===== config.mk =====
export PLATFORM = sky130hd
export DESIGN_NAME = keypad_scan_ctrl
export DESIGN_NICKNAME = d
export VERILOG_FILES = /design/src/rtl/keypad_scan_ctrl.sv
export SDC_FILE = /design/constraint.sdc
export NUM_CORES = 1
export LEC_CHECK = 0
export BUFFER_PORTS_ARGS = -buffer_cell sky130_fd_sc_hd__buf_2
export CORE_MARGIN = 2
export CORE_UTILIZATION = 52
export CTS_CLUSTER_SIZE = 20
export DETAILED_ROUTE_END_ITERATION = 12
export GPL_TIMING_DRIVEN = 0
export PLACE_DENSITY = 0.73
export SETUP_SLACK_MARGIN = 0.3
export SYNTH_ARGS = -nofsm -noshare
export SYNTH_HDL_FRONTEND = slang
export SYNTH_SLANG_ARGS = --single-unit

===== constraint.sdc =====
create_clock -name clk -period 2.1 [get_ports clk]
set_input_delay 0.315 -clock clk [delete_from_list [all_inputs] [get_ports clk]]
set_output_delay 0.315 -clock clk [all_outputs]
set_load 0.1 [all_outputs]

===== src/rtl/keypad_scan_ctrl.sv =====
// keypad_scan_ctrl: 4x4 matrix keypad scanner with press/release debounce.
//
// Drives one keypad row at a time and samples the synchronized column inputs
// once the row has settled. A single-column hit freezes the scan and is
// debounced. If the hit stays stable long enough, it is reported as an
// accepted key. The key is then tracked until a debounced release, after
// which scanning resumes on the next row.
//
// Ports
//   clk        single clock, rising-edge active
//   reset      synchronous, active-high
//   col_sync   [3:0] synchronized columns, 1 = pressed
//   row        [3:0] one-hot active-high row drive
//   key_code   [3:0] last accepted key {row_idx, col_idx}
//   key_valid  one-cycle pulse on key acceptance
//   key_held   high while an accepted key is held or release-debouncing
module keypad_scan_ctrl #(
  parameter int unsigned SCAN_CYCLES     = 4,
  parameter int unsigned DEBOUNCE_CYCLES = 16
) (
  input  logic       clk,
  input  logic       reset,
  input  logic [3:0] col_sync,
  output logic [3:0] row,
  output logic [3:0] key_code,
  output logic       key_valid,
  output logic       key_held
);

  localparam int unsigned DWELL_W = (SCAN_CYCLES > 1) ? $clog2(SCAN_CYCLES) : 1;
  localparam int unsigned DEB_W   = (DEBOUNCE_CYCLES > 1) ? $clog2(DEBOUNCE_CYCLES) : 1;
  localparam logic [DWELL_W-1:0] DWELL_LAST = DWELL_W'(SCAN_CYCLES - 1);
  localparam logic [DEB_W-1:0]   DEB_LAST   = DEB_W'(DEBOUNCE_CYCLES - 1);

  typedef enum logic [1:0] {
    ST_SCAN     = 2'd0,
    ST_DEBOUNCE = 2'd1,
    ST_HELD     = 2'd2,
    ST_RELEASE  = 2'd3
  } state_t;

  state_t             state, state_nxt;
  logic [DWELL_W-1:0] dwell, dwell_nxt;
  logic [DEB_W-1:0]   deb, deb_nxt;
  logic [3:0]         cand_col, cand_col_nxt;   // latched one-hot column
  logic [3:0]         cand_code, cand_code_nxt; // code of the key under debounce
  logic [3:0]         row_nxt;
  logic [3:0]         key_code_nxt;
  logic               key_valid_nxt;
  logic               key_held_nxt;

  // Index of the set bit in a one-hot nibble.
  function automatic logic [1:0] onehot_idx(input logic [3:0] v);
    logic [1:0] idx;
    idx = 2'd0;
    for (int i = 0; i < 4; i++) begin
      if (v[i]) idx = 2'(i);
    end
    return idx;
  endfunction

  // True when exactly one bit is set.
  function automatic logic is_onehot(input logic [3:0] v);
    return (v != 4'd0) && ((v & (v - 4'd1)) == 4'd0);
  endfunction

  // Advance the row drive 0001 -> 0010 -> 0100 -> 1000 -> 0001.
  function automatic logic [3:0] next_row(input logic [3:0] r);
    return {r[2:0], r[3]};
  endfunction

  // State and output registers.
  always_ff @(posedge clk) begin
    if (reset) begin
      state     <= ST_SCAN;
      dwell     <= '0;
      deb       <= '0;
      cand_col  <= 4'd0;
      cand_code <= 4'd0;
      row       <= 4'b0001;
      key_code  <= 4'd0;
      key_valid <= 1'b0;
      key_held  <= 1'b0;
    end else begin
      state     <= state_nxt;
      dwell     <= dwell_nxt;
      deb       <= deb_nxt;
      cand_col  <= cand_col_nxt;
      cand_code <= cand_code_nxt;
      row       <= row_nxt;
      key_code  <= key_code_nxt;
      key_valid <= key_valid_nxt;
      key_held  <= key_held_nxt;
    end
  end

  // Next-state and next-output logic.
  always_comb begin
    state_nxt     = state;
    dwell_nxt     = dwell;
    deb_nxt       = deb;
    cand_col_nxt  = cand_col;
    cand_code_nxt = cand_code;
    row_nxt       = row;
    key_code_nxt  = key_code;
    key_valid_nxt = 1'b0;

    case (state)
      ST_SCAN: begin
        // Columns are only trusted on the last dwell cycle, after the row settled.
        if (dwell == DWELL_LAST) begin
          dwell_nxt = '0;
          if (is_onehot(col_sync)) begin
            state_nxt     = ST_DEBOUNCE;
            deb_nxt       = '0;
            cand_col_nxt  = col_sync;
            cand_code_nxt = {onehot_idx(row), onehot_idx(col_sync)};
          end else begin
            row_nxt = next_row(row);
          end
        end else begin
          dwell_nxt = dwell + DWELL_W'(1);
        end
      end

      ST_DEBOUNCE: begin
        if (col_sync == cand_col) begin
          if (deb == DEB_LAST) begin
            state_nxt     = ST_HELD;
            deb_nxt       = '0;
            key_code_nxt  = cand_code;
            key_valid_nxt = 1'b1;
          end else begin
            deb_nxt = deb + DEB_W'(1);
          end
        end else begin
          state_nxt = ST_SCAN;
          row_nxt   = next_row(row);
          dwell_nxt = '0;
          deb_nxt   = '0;
        end
      end

      ST_HELD: begin
        // Only the latched column matters while held.
        if ((col_sync & cand_col) == 4'd0) begin
          state_nxt = ST_RELEASE;
          deb_nxt   = '0;
        end
      end

      ST_RELEASE: begin
        if ((col_sync & cand_col) != 4'd0) begin
          state_nxt = ST_HELD;
          deb_nxt   = '0;
        end else if (deb == DEB_LAST) begin
          state_nxt = ST_SCAN;
          row_nxt   = next_row(row);
          dwell_nxt = '0;
          deb_nxt   = '0;
        end else begin
          deb_nxt = deb + DEB_W'(1);
        end
      end

      default: begin
        state_nxt = ST_SCAN;
        row_nxt   = 4'b0001;
        dwell_nxt = '0;
        deb_nxt   = '0;
      end
    endcase

    key_held_nxt = (state_nxt == ST_HELD) || (state_nxt == ST_RELEASE);
  end

endmodule


==> summary.md <==
| Metric | Value |
|---|---|
| Finished Core Util | `66.20%` |
| Pwr Density | `668.1 nW/µm²` |
| Netlist Area Pre-Place | `1267 µm²` |
| Number of flops mapped to enable cells by yosys | `0` |
| Mean area per synthesized cell | `9.675 µm²` |
| Critical path required time | `2320 ps` |
| CTS root buf | `clkbuf_4` |
| Netlist cell types | `39` |
| Routed len/inst | `15.64 µm` |
| Clk Latency, worst-skew pair | `320 ps` |
| RSZ-0062 raised after global routing | `true` |
| Clock slew at reported path FFs | `140 ps` |
| Setup TNS | `0 ps` |
| Psw | `250.2 µW` |
| Antenna Cells | `0` |
| Clk buf depth | `2` |
| Maxcap violations | `0` |
| H-tree depth | `1` |
| Total CTS buffers | `3` |
| Core footprint | `2255 µm²` |
| Clk pwr share | `33.9%` |
| DR iter-0 viols | `28` |
| Status | `completed` |
| Vias | `1101` |
| Final setup vio count | `0` |
| GPL Wtd Cong | `0.8043` |
| Min Tclk post-route | `1776 ps` |
| Antenna violations before repair | `0` |
| Number of vias per cell | `6.117` |
| Die width | `53.37 µm` |
| Slew HR | `61.07%` |
| Share of cells above drive strength 1 | `26.32%` |
| Number of routed nets with antenna violations | `0` |
| Worst path cell trace | `ha_1 -> nor4_4 -> buf_4 -> a211o_1 -> a21oi_4 -> a221o_1` |
| First-pass GRT wire length | `4.457 mm` |
| DP Wirelength | `1.945 mm` |
| Slew Limit Fails | `0` |
| Final hold viol count | `0` |
| CP startpoint kind | `flop` |
| Fill cells | `197` |
| Register area share after synthesis | `41.07%` |
| Die H | `53.37 µm` |
| FF+latch count, synth | `26` |
| Crit-path max FO | `4` |
| Hold Path Class | `primary input to flop` |
| Sw Ratio | `25.09%` |
| Synth warnings | `0` |
| Cells after Synth | `131` |
| First drt pass iteration count | `6` |
| Fin crit share | `84.60%` |
| Arr. time, crit path | `2000 ps` |
| Slowest stage delay, CP | `360 ps` |
| Total Wirelength | `2.815 mm` |
| Worst vdd ir | `0.4500 mV` |
| Clk_skew | `3.070 ps` |
| Tot GR Track Use | `21.67%` |
| Buffers on Ports | `15` |
| Async S/R FF share, synth | `0%` |
| CP Capture Type | `flop` |
| Die area | `2848 µm²` |
| # rows | `17` |
| Number of global-route vias before repair | `1000` |
| Post-Syn Nets | `143` |
| Nets | `165` |
| CTS Hold Bufs | `0` |
| Reg area | `524.3 µm²` |
| Max Clk Rate | `562.9 MHz` |
| Largest net degree at the start of global routing | `16` |
| P&R area growth vs syn | `17.77%` |
| Pleak | `0.0006447 µW` |
| Crit Path Category | `flop to flop` |
| Clk sinks | `26` |
| Main synth FF type | `dfxtp_1` |
| Sequential Power Share | `51.6%` |
| Multi-input logic area | `755.7 µm²` |
| Initial Util | `56.22%` |
| CTS tree | `done` |
| Grt ovf | `0` |
| Internal Power | `747.1 µW` |
| Top Ports | `16` |
| Drt drc | `0` |
| Comb pwr share | `14.5%` |
| Worst-margin pin slew | `582.6 ps` |
| CP max-delay cell | `a221o_1` |
| Hold_ws | `297.5 ps` |
==> cells in the final DEF (no fill, tap or decap), types with 4 or more instances in the layout <==
master,netlist,final
buf_2,0,15
mux2i_1,9,9
a21oi_1,8,8
ha_1,6,6
a31oi_1,5,4
a211oi_1,4,4
nor2_1,16,16
dfxtp_1,26,23
nand2_1,8,8
inv_1,4,4
==> worst max-delay path, delay by kind of cell (launching register included) <==
| family | cells | cell delay (ps) |
|---|---|---|
| AOI/OAI and AO/OA | 3 | 590 |
| adders and majority gates | 1 | 200 |
| buffers and inverters | 1 | 200 |
| DFF | 1 | 350 |
| and+or+nand+nor | 1 | 340 |
==> stage by stage <==
step / instance area (µm²) / power, µW / setup slack [ps] / instances
final: 1493 / 997.2 / 323.5 / 180
after global routing: 1493 / 1046 / 247.4 / 180
after CTS: 1448 / 1003 / 320.5 / 179
after detailed placement: 1378 / 664.0 / 2.725 / 174
after global placement: 1378 / 657.3 / 49.13 / 174
after floorplan: 1267 / 629.0 / 348.8 / 131
==> state kept, by name, summed over array words and instances, names as in the netlist <==
name       flops
key_valid      1
key_held       1
dwell          2
state          2
cand_col       4
cand_code      4
row            4
key_code       4
deb            4
==> per-layer routing <==
layer  global-route usage [%]  share of wire, %  vias to the layer above
met3                    2.542               5.0                        2
li1                         -                 -                      539
met5                        0                 0                        -
met1                    28.62                44                      532
met4                    8.974              0.50                        0
met2                    35.39                50                       28
==> final timing paths <==
kind	from	endpoint	slack [ps]	cells after the start
setup / recovery	cand_col[1]	deb[2]	320	6
hold / removal	col_sync[2]	cand_col[2]	300	3
setup reg to reg	cand_col[1]	deb[2]	320	6
hold reg to reg	cand_col[3]	cand_col[3]	480	2
==> timing repair <==
| action | in CTS | in global routing |
|---|---|---|
| buffers inserted | 1 | 1 |
| gates cloned | 0 | 0 |
| pin swaps | 1 | 1 |
| resized for setup | 2 | 9 |
| endpoints found under the setup margin | 2 | 12 |
==> final cells by class <==
cell class	instances	area share (%)
clock inverters	1	2.012
multi-input cells	96	50.63
repair buffers	17	6.035
flip-flops and latches	26	35.12
inverters	4	1.006
clock buffers	3	1.509
well taps	28	2.347
plain buffers	5	1.341
==> logic make-up after synthesis <==
family / count (synthesis) / synth area share (%)
AO/OA/AOI/OAI: 35 / 21.62
buffers and inverters: 9 / 2.664
flip-flops: 26 / 41.07
XOR/XNOR: 1 / 0.6911
adder cells (fa/ha/maj): 6 / 5.923
AND/OR/NAND/NOR: 45 / 20.93
multiplexers: 9 / 7.108
==> Yosys cell counts, drive strengths merged, types with 3 or more instances <==
| library cell | number | area share, % |
|---|---|---|
| a211o | 3 | 2.1 |
| a211oi | 4 | 2.4 |
| a21oi | 9 | 4.4 |
| a31oi | 5 | 2.5 |
| clkbuf | 4 | 1.2 |
| dfxtp | 26 | 41 |
| ha | 6 | 5.9 |
| inv | 4 | 1.2 |
| mux2i | 9 | 7.1 |
| nand2 | 8 | 2.4 |
| nand4 | 3 | 1.5 |
| nor2 | 16 | 4.7 |
| o31ai | 3 | 1.8 |
==> power groups by stage <==
stage	Clock, µW	Combinational [µW]	Sequential, µW
after floorplan	0	76.4	553
after global placement	0	133	524
after detailed placement	0	138	526
after CTS	347	141	515
after global routing	374	155	517
final	338	144	515
Power figures use the tool's default switching activity.
